===== src/rtl/signal_phase_scheduler.sv =====
// Traffic-signal phase scheduler: main/cross road phases driven by a 1 Hz tick,
// with emergency-vehicle hold, police all-red override and flashing-yellow off mode.
`timescale 1ns/1ps
module signal_phase_scheduler (
  input  logic       clk,
  input  logic       Reset,
  input  logic       tick,
  input  logic       Online,
  input  logic       Peaks,
  input  logic [1:0] CarRatio,
  input  logic       Police,
  input  logic       AV,
  input  logic       Cm,
  input  logic       Cc,
  input  logic       PQm,
  input  logic       PQc,
  output logic       main_g,
  output logic       main_y,
  output logic       main_r,
  output logic       sub_g,
  output logic       sub_y,
  output logic       sub_r,
  output logic       walk_m,
  output logic       walk_c,
  output logic [2:0] state,
  output logic [7:0] count
);
  localparam logic [7:0] T_Y      = 8'd3;
  localparam logic [7:0] T_AR     = 8'd2;
  localparam logic [7:0] T_SG     = 8'd20;
  localparam logic [7:0] T_SG_MIN = 8'd5;

  typedef enum logic [2:0] {
    S_OFF = 3'd0, S_MG = 3'd1, S_MY = 3'd2, S_AR1 = 3'd3,
    S_SG  = 3'd4, S_SY = 3'd5, S_AR2 = 3'd6, S_POL = 3'd7
  } phase_t;

  phase_t     state_reg;
  logic [7:0] count_reg;
  logic       blink_reg;
  logic       pend_m_reg;
  logic       pend_c_reg;
  logic [7:0] t_mg;
  logic       last_tick;
  logic       unused_inputs;

  // Main-green length is taken from the load inputs at the moment MG is entered.
  assign t_mg          = 8'd30 + 8'd10 * {6'd0, CarRatio} + (Peaks ? 8'd20 : 8'd0);
  assign last_tick     = (count_reg <= 8'd1);
  assign unused_inputs = Cm;

  always_ff @(posedge clk) begin
    if (Reset) begin
      state_reg  <= S_OFF;
      count_reg  <= 8'd0;
      blink_reg  <= 1'b0;
      pend_m_reg <= 1'b0;
      pend_c_reg <= 1'b0;
    end else begin
      pend_m_reg <= pend_m_reg | PQm;
      pend_c_reg <= pend_c_reg | PQc;
      blink_reg  <= 1'b0;
      if (!Online) begin
        state_reg <= S_OFF;
        count_reg <= 8'd0;
        blink_reg <= (state_reg == S_OFF) & (blink_reg ^ tick);
      end else if (Police) begin
        state_reg <= S_POL;
        count_reg <= 8'd0;
      end else begin
        case (state_reg)
          S_OFF, S_POL: begin
            state_reg <= S_AR2;
            count_reg <= T_AR;
          end
          S_MG: begin
            // AV freezes the countdown; at count 1 MG rests until a cross demand exists.
            if (tick && !AV) begin
              if (!last_tick) count_reg <= count_reg - 8'd1;
              else if (Cc || pend_c_reg) begin
                state_reg <= S_MY;
                count_reg <= T_Y;
              end
            end
          end
          S_MY: begin
            if (tick) begin
              if (!last_tick) count_reg <= count_reg - 8'd1;
              else begin
                state_reg <= S_AR1;
                count_reg <= T_AR;
              end
            end
          end
          S_AR1: begin
            if (tick) begin
              if (!last_tick) count_reg <= count_reg - 8'd1;
              else if (AV) begin
                state_reg  <= S_MG;
                count_reg  <= t_mg;
                pend_m_reg <= PQm;
              end else begin
                state_reg  <= S_SG;
                count_reg  <= T_SG;
                pend_c_reg <= PQc;
              end
            end
          end
          S_SG: begin
            if (AV) begin
              state_reg <= S_SY;
              count_reg <= T_Y;
            end else if (tick) begin
              if (last_tick || (count_reg <= (T_SG - T_SG_MIN) && (!Cc || pend_m_reg))) begin
                state_reg <= S_SY;
                count_reg <= T_Y;
              end else begin
                count_reg <= count_reg - 8'd1;
              end
            end
          end
          S_SY: begin
            if (tick) begin
              if (!last_tick) count_reg <= count_reg - 8'd1;
              else begin
                state_reg <= S_AR2;
                count_reg <= T_AR;
              end
            end
          end
          S_AR2: begin
            if (tick) begin
              if (!last_tick) count_reg <= count_reg - 8'd1;
              else begin
                state_reg  <= S_MG;
                count_reg  <= t_mg;
                pend_m_reg <= PQm;
              end
            end
          end
          default: begin
            state_reg <= S_OFF;
            count_reg <= 8'd0;
          end
        endcase
      end
    end
  end

  always_comb begin
    main_g = 1'b0; main_y = 1'b0; main_r = 1'b0;
    sub_g  = 1'b0; sub_y  = 1'b0; sub_r  = 1'b0;
    walk_m = 1'b0; walk_c = 1'b0;
    case (state_reg)
      S_MG:  begin main_g = 1'b1; sub_r = 1'b1; walk_m = 1'b1; end
      S_MY:  begin main_y = 1'b1; sub_r = 1'b1; end
      S_SG:  begin sub_g = 1'b1; main_r = 1'b1; walk_c = 1'b1; end
      S_SY:  begin sub_y = 1'b1; main_r = 1'b1; end
      S_OFF: begin main_y = blink_reg; sub_y = blink_reg; end
      default: begin main_r = 1'b1; sub_r = 1'b1; end
    endcase
  end

  assign state = state_reg;
  assign count = count_reg;
endmodule


===== config.mk =====
export PLATFORM = sky130hd
export DESIGN_NAME = signal_phase_scheduler
export DESIGN_NICKNAME = d
export VERILOG_FILES = /design/src/rtl/signal_phase_scheduler.sv
export SDC_FILE = /design/constraint.sdc
export NUM_CORES = 1
export LEC_CHECK = 0
export BUFFER_PORTS_ARGS = -buffer_cell sky130_fd_sc_hd__buf_4
export CAP_MARGIN = 40
export CORE_UTILIZATION = 53
export DETAILED_ROUTE_END_ITERATION = 6
export PLACE_DENSITY_LB_ADDON = 0.1
export SETUP_SLACK_MARGIN = 0.1
export SYNTH_ARGS = -nofsm -noshare
export SYNTH_HDL_FRONTEND = slang
export SYNTH_SLANG_ARGS = --single-unit
export TNS_END_PERCENT = 50

===== constraint.sdc =====
create_clock -name clk -period 2.8 [get_ports clk]
set_input_delay 0.56 -clock clk [delete_from_list [all_inputs] [get_ports clk]]
set_output_delay 0.56 -clock clk [all_outputs]
set_load 0.02 [all_outputs]

## Word-level counts from Yosys, hierarchy flattened

Cells that the tools add are included.

- Register bits after elaboration: 14
- Output and inout port bits: 19
- Word-level logic and storage cells: 111

- Add/sub/neg operators: 3
- $mul: 1
- $lt $le $gt $ge: 2
- Equal/unequal tests: 26
- Mux-type cells: 52
- Bitwise logic cells: 5
- Reduce and logical (&&, ||, !) cells: 17

Operators with widths:

| cell | number |
|---|---|
| 8-bit 2-to-1 mux | 13 |
| 3-bit 2-to-1 mux | 16 |
| 8-bit one-hot mux with 6 select lines | 1 |
| 3-bit != test, second input constant | 13 |
| 3-bit one-hot mux with 7 select lines | 1 |
| 1-bit 2-to-1 mux | 17 |
| 13-bit AND reduction | 1 |
| 3-bit == test, second input constant | 4 |
| 3-bit OR reduction | 3 |
| 7-bit by 5-bit adder with 8-bit output | 1 |
| 8-bit by 1-bit <= comparator with 1-bit output, second input constant | 1 |
| 8-bit by 4-bit <= comparator with 1-bit output, second input constant | 1 |
| 4-bit != test, second input constant | 2 |
| 2-bit OR reduction | 4 |
| 8-bit by 1-bit subtractor with 8-bit output, second input constant | 1 |
| 5-bit by 6-bit adder with 7-bit output, first input constant | 1 |
| 3-bit by 2-bit == test with 1-bit output, second input constant | 2 |
| 2-bit != test, second input constant | 3 |
| 1-bit one-hot mux with 2 select lines | 3 |
| 6-bit AND reduction | 1 |
| 3-bit by 2-bit multiplier with 5-bit output, first input constant | 1 |
| 5-bit 2-to-1 mux | 1 |
| 3-bit by 1-bit == test with 1-bit output, second input constant | 1 |
| 3-bit logical NOT | 1 |
| other kinds (8) | 13 |

## Depth between registers and ports, before layout

Gate-level depths: netlist of run 1.

- Depth in word-level cells: 9
- Depth in mapped cells: 11
- Depth with buffers taken out: 11

## Worst setup path before layout of run 1

OpenSTA, ideal clock, no wires.

- Path kind: reg2reg
- From: register state_reg[1], in the netlist state[1]
- To: register count_reg[1], in the netlist count[1]
- Arrival: 2089 ps
- Slack: 593 ps
- Stages on the path, launching flop included: 7
- Path through: dfxtp_1 clkbuf_1 nor3b_1 o21ai_0 o31ai_2 nand2_2 o221a_2

- Longest elaborated chain between the ends: 4
- Elaborated cells on any way between the ends: 18
- Those cells by class: eq/ne: 13; mux: 1; reduce/logical: 4

RTL lines:

| what | line | source |
|---|---|---|
| start: declaration | 38 | `phase_t state_reg;` |
| start signal: assignment | 54 | `state_reg <= S_OFF;` |
| start signal: assignment | 64 | `state_reg <= S_OFF;` |
| start signal: assignment | 68 | `state_reg <= S_POL;` |
| 3-bit == test / 3-bit by 2-bit == test with 1-bit output (equally long branches) | 71 | `case (state_reg)` |
| 2-bit OR reduction (no line) | - |  |
| 2-bit by 1-bit != test with 1-bit output (no line) | - |  |
| 6-bit AND reduction (no line) | - |  |
| end signal: assignment | 79 | `if (!last_tick) count_reg <= count_reg - 8'd1;` |
| end signal: assignment | 88 | `if (!last_tick) count_reg <= count_reg - 8'd1;` |
| end signal: assignment | 97 | `if (!last_tick) count_reg <= count_reg - 8'd1;` |
| end: declaration | 39 | `logic [7:0] count_reg;` |

Parallel ways exist; a longest one is shown, timed or not.
A chain may end at the register's enable or synchronous reset.

## Worst setup path in the final report of run 1

- From: register count_reg[0], in the netlist count[0]
- To: register count_reg[1], in the netlist count[1]

- Longest elaborated chain between the ends: 7
- Elaborated cells on any way between the ends: 19
- Those cells by class: add/sub: 1; order compare: 2; eq/ne: 1; mux: 12; reduce/logical: 3

RTL lines:

| what | line | source |
|---|---|---|
| 8-bit by 4-bit <= comparator with 1-bit output | 114 | `if (last_tick \|\| (count_reg <= (T_SG - T_SG_MIN) && (!Cc \|\| pend_m_reg))) begin` |
| 1-bit logical AND | 114 |  |
| 1-bit logical OR | 114 |  |
| 8-bit 2-to-1 mux | 114 |  |
| 8-bit 2-to-1 mux | 113 | `end else if (tick) begin` |
| 8-bit 2-to-1 mux | 110 | `if (AV) begin` |
| 8-bit one-hot mux with 6 select lines | 71 |  |

Parallel ways exist; a longest one is shown, timed or not. The select of a mux whose other input is x is not followed.

==> key figures, run 1 <==
Clock tree
  – Htree depth: 1
  – Total setup buffers inserted after CTS: 0
  – Worst-Skew Late Latency: 280 ps
  – CTS max path bufs: 2
  – Cts bufs inserted: 3
  – Clk sink count: 14
  – Root buf cell: clkbuf_4
  – CTS tree: yes
  – Hold Buf Count CTS: 0
  – Worst-path clk slew: 100 ps
  – Post-CTS Resized: 0

Critical path
  – Slowest CP cell: dfxtp_1
  – Worst setup SP type: flop
  – CP arrival: 2510 ps
  – Reg2reg setup slack: 470 ps
  – FF-to-FF path depth: 7
  – Critical path required time: 2970 ps
  – Crit path cell chain: inv_1 > ha_1 > or2_2 > and3_1 > nor2_1 > o221ai_1 > o221a_2
  – Setup crit end kind: flop
  – Max incr delay on CP: 470 ps
  – CP Max Fanout: 9
  – Critical path buffers and inverters: 1
  – Type of the worst setup path: reg2reg
  – Reg2reg end: count[1]
  – RR Startpoint: count[0]
  – Cell family with most CP delay: simple AND/OR/NAND/NOR gates
  – CP startpoint: count[0]

Layout
  – Number of fillers in the final layout: 204
  – Antenna Cells: 0
  – Share of cells above drive strength 1: 0.253
  – Fin area: 1520 um2
  – Utilization after layout: 0.679
  – Max FFs per register: 8
  – Synth-to-layout area growth: 20.2%
  – Nets: 215
  – Non-Filler Instances: 222

Global routing
  – Pin count of the biggest net entering global routing: 21
  – Initial antenna violation count: 0
  – GRT Total Usage: 0.253
  – GRT overflow: 0
  – Vias in the first global route: 1128
  – First-pass GRT wire length: 4950 um

Hold path
  – Hold Path End: blink_reg
  – Hold path startpoint: Online
  – Hold Path Depth: 2
  – Worst Hold Class: in2reg

Floorplan
  – Rows: 17
  – DIE AREA: 2580 um2
  – Die Y: 50.8 um
  – Core ar.: 2230 um2
  – Initial core utilization: 0.565
  – I/O pin cnt: 32
  – Die span in x: 50.8 um

Yosys
  – Yosys warning total: 0
  – Ys flop type: dfxtp_1
  – Cell area after synthesis: 1260 um2
  – Syn Nets: 188
  – Cell variety after synth: 47
  – Mapped Cells: 168
  – Share of synthesized registers carrying an async set or reset: 0
  – Register area share after synthesis: 0.222
  – Synthesized area per cell: 7.51 um2
  – EDFF count, synth: 0
  – Yosys reg bits: 14

Routing
  – Detail Route Antenna Nets: 0
  – Drt first pass iters: 4
  – # DRC: 0
  – Drt via density: 6.05
  – Wirelength per Cell: 13.8 um
  – Wirelength, routed: 3070 um
  – Drt initial violations: 49
  – Total vias in the final route: 1344

Timing
  – Fmax: 0.428 GHz
  – RSZ-0062 raised after global routing: false
  – Crit path time final: 2330 ps
  – Clk_skew: 7.67 ps
  – Worst slew pin tran: 582 ps
  – Hold slack: 443 ps
  – Max Slew Vio Count: 0
  – Final setup vio count: 0
  – Setup TNS Final: 0 ps
  – Fin crit share: 0.834
  – Final hold vios: 0
  – Final WS setup: 466 ps
  – Slew headroom: 0.612

Placed design
  – Placed cell areas: 1480 um2
  – Input/output buffers: 30
  – Placed Cells: 218
  – Routability cong.: 0.897
  – Post-DP HPWL: 2370 um
  – Setup Slack @ Placement: 377 ps

Power
  – Peak supply drop: 0.283 mV
  – Cell area power density: 401 nW/um2
  – Leakage power: 0.644 nW
  – Overall power: 0.608 mW

Outcome
  – Status: finished clean

Flow run
  – Max-Cap Viols: 0
per-layer routing:
| metal | global-route usage | wire length (um) |
|---|---|---|
| met1 | 0.335 | 1390 |
| met2 | 0.418 | 1500 |
| met3 | 0.0333 | 142 |
| met4 | 0.0880 | 31 |
| met5 | 0 | 0 |
cell families after synthesis:
| logic type | count (synthesis) | share of synthesized area |
|---|---|---|
| xor+xnor | 7 | 0.0486 |
| fa+ha+maj | 8 | 0.0893 |
| simple gates | 65 | 0.279 |
| buf+inv | 23 | 0.0833 |
| flops | 14 | 0.222 |
| compound gates | 51 | 0.278 |
area by class of cell:
cell class | instances | area, um2 | share of cell area
Timing Repair Buffer | 32 | 240 | 0.158
Multi-Input combinational cell | 131 | 876 | 0.578
Clock buffer | 4 | 36.3 | 0.0239
Inverter | 13 | 48.8 | 0.0322
Sequential cell | 14 | 280 | 0.185
Tap cell | 28 | 35.0 | 0.0231
report_power, final:
group          leakage [nW]  switching (mW)  internal (mW)
Clock                0.0210          0.0708         0.0790
Sequential            0.114          0.0213          0.208
Combinational         0.508           0.129          0.100
synthesized netlist by cell type (all sizes together) (3+ instances only):
| master | n | area share |
|---|---|---|
| xor2 | 4 | 0.028 |
| ha | 5 | 0.050 |
| o22ai | 4 | 0.020 |
| and3 | 3 | 0.015 |
| nor2 | 17 | 0.051 |
| o21ai | 10 | 0.040 |
| a21o | 3 | 0.018 |
| clkbuf | 6 | 0.021 |
| nand2 | 14 | 0.044 |
| dfxtp | 14 | 0.22 |
| xnor2 | 3 | 0.021 |
| nor2b | 3 | 0.015 |
| nand2b | 7 | 0.035 |
| a21oi | 12 | 0.048 |
| or2 | 5 | 0.025 |
| buf | 4 | 0.024 |
| inv | 13 | 0.039 |
| nor4 | 3 | 0.020 |
| a211oi | 3 | 0.018 |
| nand4 | 3 | 0.015 |
| o31ai | 5 | 0.034 |
how the worst max path moves through the flow:
stage / end / slack (ps) / cells after the start
after global placement: count[4] / 420 / 12
after CTS: count[1] / 480 / 7
after global routing: count[1] / 300 / 7
final: count[1] / 470 / 7
after detailed placement: count[4] / 380 / 12
after floorplan: count[1] / 590 / 6
cell usage in the layout (no fill, tap or decap), types with 4 or more instances in the layout:
| cell type | instances |
|---|---|
| xor2_1 | 4 |
| dfxtp_1 | 14 |
| inv_1 | 13 |
| o31ai_1 | 4 |
| nor2_1 | 17 |
| o22ai_1 | 4 |
| o21ai_0 | 10 |
| ha_1 | 5 |
| nand2_1 | 13 |
| or2_2 | 4 |
| a21oi_1 | 12 |
| nand2b_1 | 7 |
| buf_4 | 32 |
Note: power is estimated with default switching activity, not from simulation.
==> run 2: changes to the inputs <==
==> constraint.sdc (replaced) <==
create_clock -name clk -period 2.3 [get_ports clk]
set_input_delay 0.46 -clock clk [delete_from_list [all_inputs] [get_ports clk]]
set_output_delay 0.46 -clock clk [all_outputs]
set_load 0.02 [all_outputs]
==> key figures, run 2 (synthesis gave the netlist of run 1 again) <==
Outcome
  – Status: finished clean

Layout
  – Most frequent cells in the layout: buf_4, nor2_1, dfxtp_1, inv_1, nand2_1
  – Synth-to-layout area growth: 24.3%
  – Share of cells above drive strength 1: 0.285 (+0.0324)
  – Antenna Cells: 0 (unchanged)
  – Non-Filler Instances: 228 (+2.7%)
  – Max FFs per register: 8 (unchanged)
  – Nets: 221 (+2.8%)
  – Commonest non-fill, non-tap cell in the layout: buf_4

Power
  – Cell area power density: 480 nW/um2 (+20%)
  – Leakage power: 0.678 nW (+5.4%)
  – Peak supply drop: 0.329 mV (+16%)

Timing
  – Worst slew pin tran: 597 ps (+15.9 ps)
  – Final WS setup: 216 ps (-250 ps)
  – Fmax: 0.480 GHz (+12%)
  – Final setup vio count: 0 (unchanged)
  – Fin crit share: 0.906 (+0.0726)
  – Slew headroom: 0.601 (-0.0106)
  – Crit path time final: 2080 ps (-250 ps)
  – RSZ-0062 raised after global routing: false
  – Setup TNS Final: 0 ps (unchanged)
  – Max Slew Vio Count: 0 (unchanged)
  – Clk_skew: 2.23 ps (-5.44 ps)
  – Final hold vios: 0 (unchanged)

Flow run
  – Max-Cap Viols: 0 (unchanged)

Hold path
  – Hold path startpoint: Online
  – Worst Hold Class: in2reg
  – Hold Path End: blink_reg
  – Hold Path Depth: 2 (unchanged)

Global routing
  – Pin count of the biggest net entering global routing: 21 (unchanged)
  – GRT Total Usage: 0.283 (+0.0304)
  – Vias in the first global route: 1278 (+13%)
  – Initial antenna violation count: 0 (unchanged)
  – First-pass GRT wire length: 5490 um (+11%)
  – GRT overflow: 0 (unchanged)

Critical path
  – CP Max Fanout: 9 (unchanged)
  – Setup crit end kind: flop
  – Reg2reg end: state[1]
  – Reg2reg setup slack: 220 ps (-250 ps)
  – Type of the worst setup path: reg2reg
  – Worst setup SP type: flop
  – CP arrival: 2290 ps (-220 ps)
  – RR Startpoint: count[1]
  – FF-to-FF path depth: 8 (+1)
  – Critical path required time: 2510 ps (-460 ps)

Routing
  – Drt first pass iters: 4 (unchanged)
  – Drt initial violations: 53 (+8.2%)
  – Detail Route Antenna Nets: 0 (unchanged)
  – Total vias in the final route: 1360 (+1.2%)
  – Drt via density: 5.96 (-1.5%)
  – # DRC: 0 (unchanged)
  – Wirelength, routed: 3200 um (+4.0%)
  – Wirelength per Cell: 14.0 um (+1.3%)

Floorplan
  – DIE AREA: 2580 um2 (unchanged)
  – I/O pin cnt: 32 (unchanged)
  – Core ar.: 2230 um2 (unchanged)
  – Initial core utilization: 0.565 (unchanged)
  – Die Y: 50.8 um (unchanged)
  – Rows: 17 (unchanged)
  – Die span in x: 50.8 um (unchanged)

Clock tree
  – CTS max path bufs: 2 (unchanged)
  – Htree depth: 1 (unchanged)
  – CTS tree: yes
  – Worst-Skew Late Latency: 290 ps (about the same)
  – Clk sink count: 14 (unchanged)
  – Root buf cell: clkbuf_4
  – Cts bufs inserted: 3 (unchanged)
  – Hold Buf Count CTS: 0 (unchanged)
  – Worst-path clk slew: 90 ps (about the same)

Placed design
  – Setup Slack @ Placement: 8.02 ps (-369 ps)
  – Post-DP HPWL: 2510 um (+6.2%)
  – Placed Cells: 224 (+2.8%)
  – Routability cong.: 0.870 (-3.1%)
  – Input/output buffers: 30 (unchanged)
run 2: area by class of cell:
type	instances	area, um2
multi-input cells	131	882
flip-flops and latches	14	280
fillers	203	666
well taps	28	35.0
inverters	13	48.8
clock buffers	4	36.3
repair buffers	38	285
run 2: metrics by stage:
stage	util	cell area, um2	power (mW)	hold WS, ps
2_1_floorplan	-	1270	0.480	437
3_3_place_gp	0.685	1530	0.563	451
3_5_place_dp	0.685	1530	0.572	471
4_1_cts	0.701	1570	0.751	346
5_1_grt	0.702	1570	0.789	363
6_report	0.702	1570	0.752	348
run 2: how the worst max path moves through the flow:
stage | slack (ps) | cells after the start | start | end
after global routing | 110 | 6 | count[4] | state[1]
after CTS | 210 | 7 | count[1] | count[1]
after detailed placement | 8 | 12 | CarRatio[1] | count[4]
after global placement | 70 | 12 | CarRatio[1] | count[4]
after floorplan | 120 | 8 | count[0] | count[1]
final | 220 | 8 | count[1] | state[1]
run 2: worst max-delay path, cell delays in order, from the launching register on:
cell and delay (ps):
dfxtp_1 410, inv_1 90, ha_1 220, or2_2 310, and3_2 290, nor3_2 220
buf_4 170, nor4_1 60, a211oi_1 220
run 2: power by group:
group,internal [mW],switching (mW)
combinational,0.131,0.168
clock,0.0964,0.0858
sequential,0.253,0.0179
run 2: metal layers:
| metal | global-route usage | part of all wire | up-vias |
|---|---|---|---|
| met5 | 0 | 0 | - |
| li1 | - | - | 664 |
| met3 | 0.0303 | 0.051 | 5 |
| met4 | 0.106 | 0.013 | 0 |
| met1 | 0.367 | 0.43 | 646 |
| met2 | 0.478 | 0.50 | 45 |
run 2: repair_timing:
action                                  4_1_cts  5_1_grt
setup buffers                                 0        0
resized for setup                             0        1
endpoints found under the setup margin        0        3
==> run 3: changes to the inputs <==
--- a/config.mk
+++ b/config.mk
@@ -5,7 +5,7 @@
 export SDC_FILE = /design/constraint.sdc
 export NUM_CORES = 1
 export LEC_CHECK = 0
-export BUFFER_PORTS_ARGS = -buffer_cell sky130_fd_sc_hd__buf_4
+export BUFFER_PORTS_ARGS = -buffer_cell sky130_fd_sc_hd__buf_2
 export CAP_MARGIN = 40
 export CORE_UTILIZATION = 53
 export DETAILED_ROUTE_END_ITERATION = 6
==> key figures, run 3 (synthesis gave the netlist of run 1 again) <==
Clock tree
  – Worst-Skew Late Latency: 290 ps (about the same)
  – Hold Buf Count CTS: 0 (unchanged)
  – Clk sink count: 14 (unchanged)
  – Worst-path clk slew: 90 ps (about the same)
  – Post-CTS Resized: 0 (unchanged)
  – Cts bufs inserted: 3 (unchanged)
  – CTS tree: yes
  – CTS max path bufs: 2 (unchanged)
  – Htree depth: 1 (unchanged)
  – Root buf cell: clkbuf_4
  – Total setup buffers inserted after CTS: 0 (unchanged)

Timing
  – Clk_skew: 7.42 ps (+5.19 ps)
  – Max Slew Vio Count: 0 (unchanged)
  – Final setup vio count: 0 (unchanged)
  – Slew headroom: 0.577 (-0.0245)
  – RSZ-0062 raised after global routing: false
  – Crit path time final: 2060 ps (-21.3 ps)
  – Worst slew pin tran: 634 ps (+36.7 ps)
  – Final hold vios: 0 (unchanged)
  – Fmax: 0.485 GHz (+1.0%)
  – Fin crit share: 0.897 (-0.00924)
  – Setup TNS Final: 0 ps (unchanged)

Critical path
  – RR Startpoint: state[1]
  – Type of the worst setup path: reg2out
  – Cell family with most CP delay: flip-flops
  – Max incr delay on CP: 740 ps (+330 ps)
  – Setup crit end kind: output port
  – Reg2reg setup slack: 270 ps (+50 ps)
  – CP startpoint: state[1]
  – Critical path buffers and inverters: 1 (-1)
  – CP arrival: 1600 ps (-690 ps)
  – Slowest CP cell: dfxtp_1
  – Worst setup SP type: flop
  – Critical path required time: 1840 ps (-670 ps)
  – Crit path cell chain: nor2_1 > and2_1 > buf_2
  – CP Max Fanout: 20 (+11)

Placed design
  – Placed Cells: 223 (-0.45%)
  – Input/output buffers: 30 (unchanged)
  – Post-DP HPWL: 2410 um (-4.0%)
  – Routability cong.: 0.875 (+0.59%)

Hold path
  – Worst Hold Class: in2reg
  – Hold path startpoint: Online

Power
  – Peak supply drop: 0.406 mV (+23%)
  – Cell area power density: 496 nW/um2 (+3.4%)
  – Leakage power: 0.663 nW (-2.3%)

Flow run
  – Max-Cap Viols: 0 (unchanged)

Global routing
  – Initial antenna violation count: 0 (unchanged)
  – GRT overflow: 0 (unchanged)
  – First-pass GRT wire length: 5180 um (-5.7%)
  – Pin count of the biggest net entering global routing: 21 (unchanged)
  – Vias in the first global route: 1117 (-13%)
  – GRT Total Usage: 0.272 (-0.0106)

Layout
  – Most frequent cells in the layout: buf_2, nor2_1, inv_1, nand2_1, dfxtp_1
  – Share of cells above drive strength 1: 0.286 (+0.00143)
  – Antenna Cells: 0 (unchanged)
  – Nets: 220 (-0.45%)
  – Non-Filler Instances: 227 (-0.44%)
  – Utilization after layout: 0.666 (-0.0364)
  – Max FFs per register: 8 (unchanged)
  – Commonest non-fill, non-tap cell in the layout: buf_2
  – Synth-to-layout area growth: 17.9%

Floorplan
  – Die Y: 50.8 um (unchanged)
  – Core ar.: 2230 um2 (unchanged)
  – Initial core utilization: 0.565 (unchanged)
  – Die span in x: 50.8 um (unchanged)
  – Rows: 17 (unchanged)
  – DIE AREA: 2580 um2 (unchanged)
  – I/O pin cnt: 32 (unchanged)

Routing
  – Total vias in the final route: 1334 (-1.9%)
  – Detail Route Antenna Nets: 0 (unchanged)
  – Wirelength per Cell: 13.9 um (-1.2%)
  – Drt initial violations: 41 (-23%)
  – Drt via density: 5.88 (-1.5%)
  – # DRC: 0 (unchanged)
  – Wirelength, routed: 3150 um (-1.6%)
  – Drt first pass iters: 4 (unchanged)

Outcome
  – Status: finished clean
-- run 3: stage by stage --
stage / worst slack (ps) / area (um2) / total power [mW] / hold slack [ps]
after CTS: 212 / 1480 / 0.737 / 353
final: 237 / 1490 / 0.737 / 352
after detailed placement: -22.0 / 1450 / 0.554 / 468
after global placement: 59.9 / 1450 / 0.545 / 454
after global routing: 124 / 1490 / 0.781 / 359
after floorplan: 118 / 1270 / 0.480 / 437
-- run 3: worst paths after layout --
| kind | endpoint | cells past startpoint |
|---|---|---|
| worst max-delay path | sub_g | 3 |
| worst min-delay path | blink_reg | 2 |
| worst max register to register | count[1] | 4 |
| worst min register to register | pend_m_reg | 2 |
-- run 3: worst register-to-register path, delay by kind of cell (launching register included) --
family,cells,cell delay [ps]
DFF,1,740
AOI/OAI and AO/OA,3,950
and+or+nand+nor,1,220
-- run 3: power by group --
group          total [mW]  internal [mW]  switching [mW]
registers           0.271          0.253          0.0181
logic               0.281          0.113           0.168
clock network       0.184         0.0966          0.0875
total               0.737          0.463           0.273
-- run 3: cell type report --
type | instances | area [um2]
Timing Repair Buffer | 37 | 203
Clock buffer | 4 | 36.3
Tap cell | 28 | 35.0
Sequential cell | 14 | 282
Fill cell | 205 | 747
Multi-Input combinational cell | 131 | 882
Inverter | 13 | 48.8
-- run 3: layer usage --
layer	vias to the layer above	track usage	wire length, um
met4	0	0.111	46
met3	5	0.0273	155
li1	664	-	-
met5	-	0	0
met2	41	0.438	1490
met1	624	0.370	1460
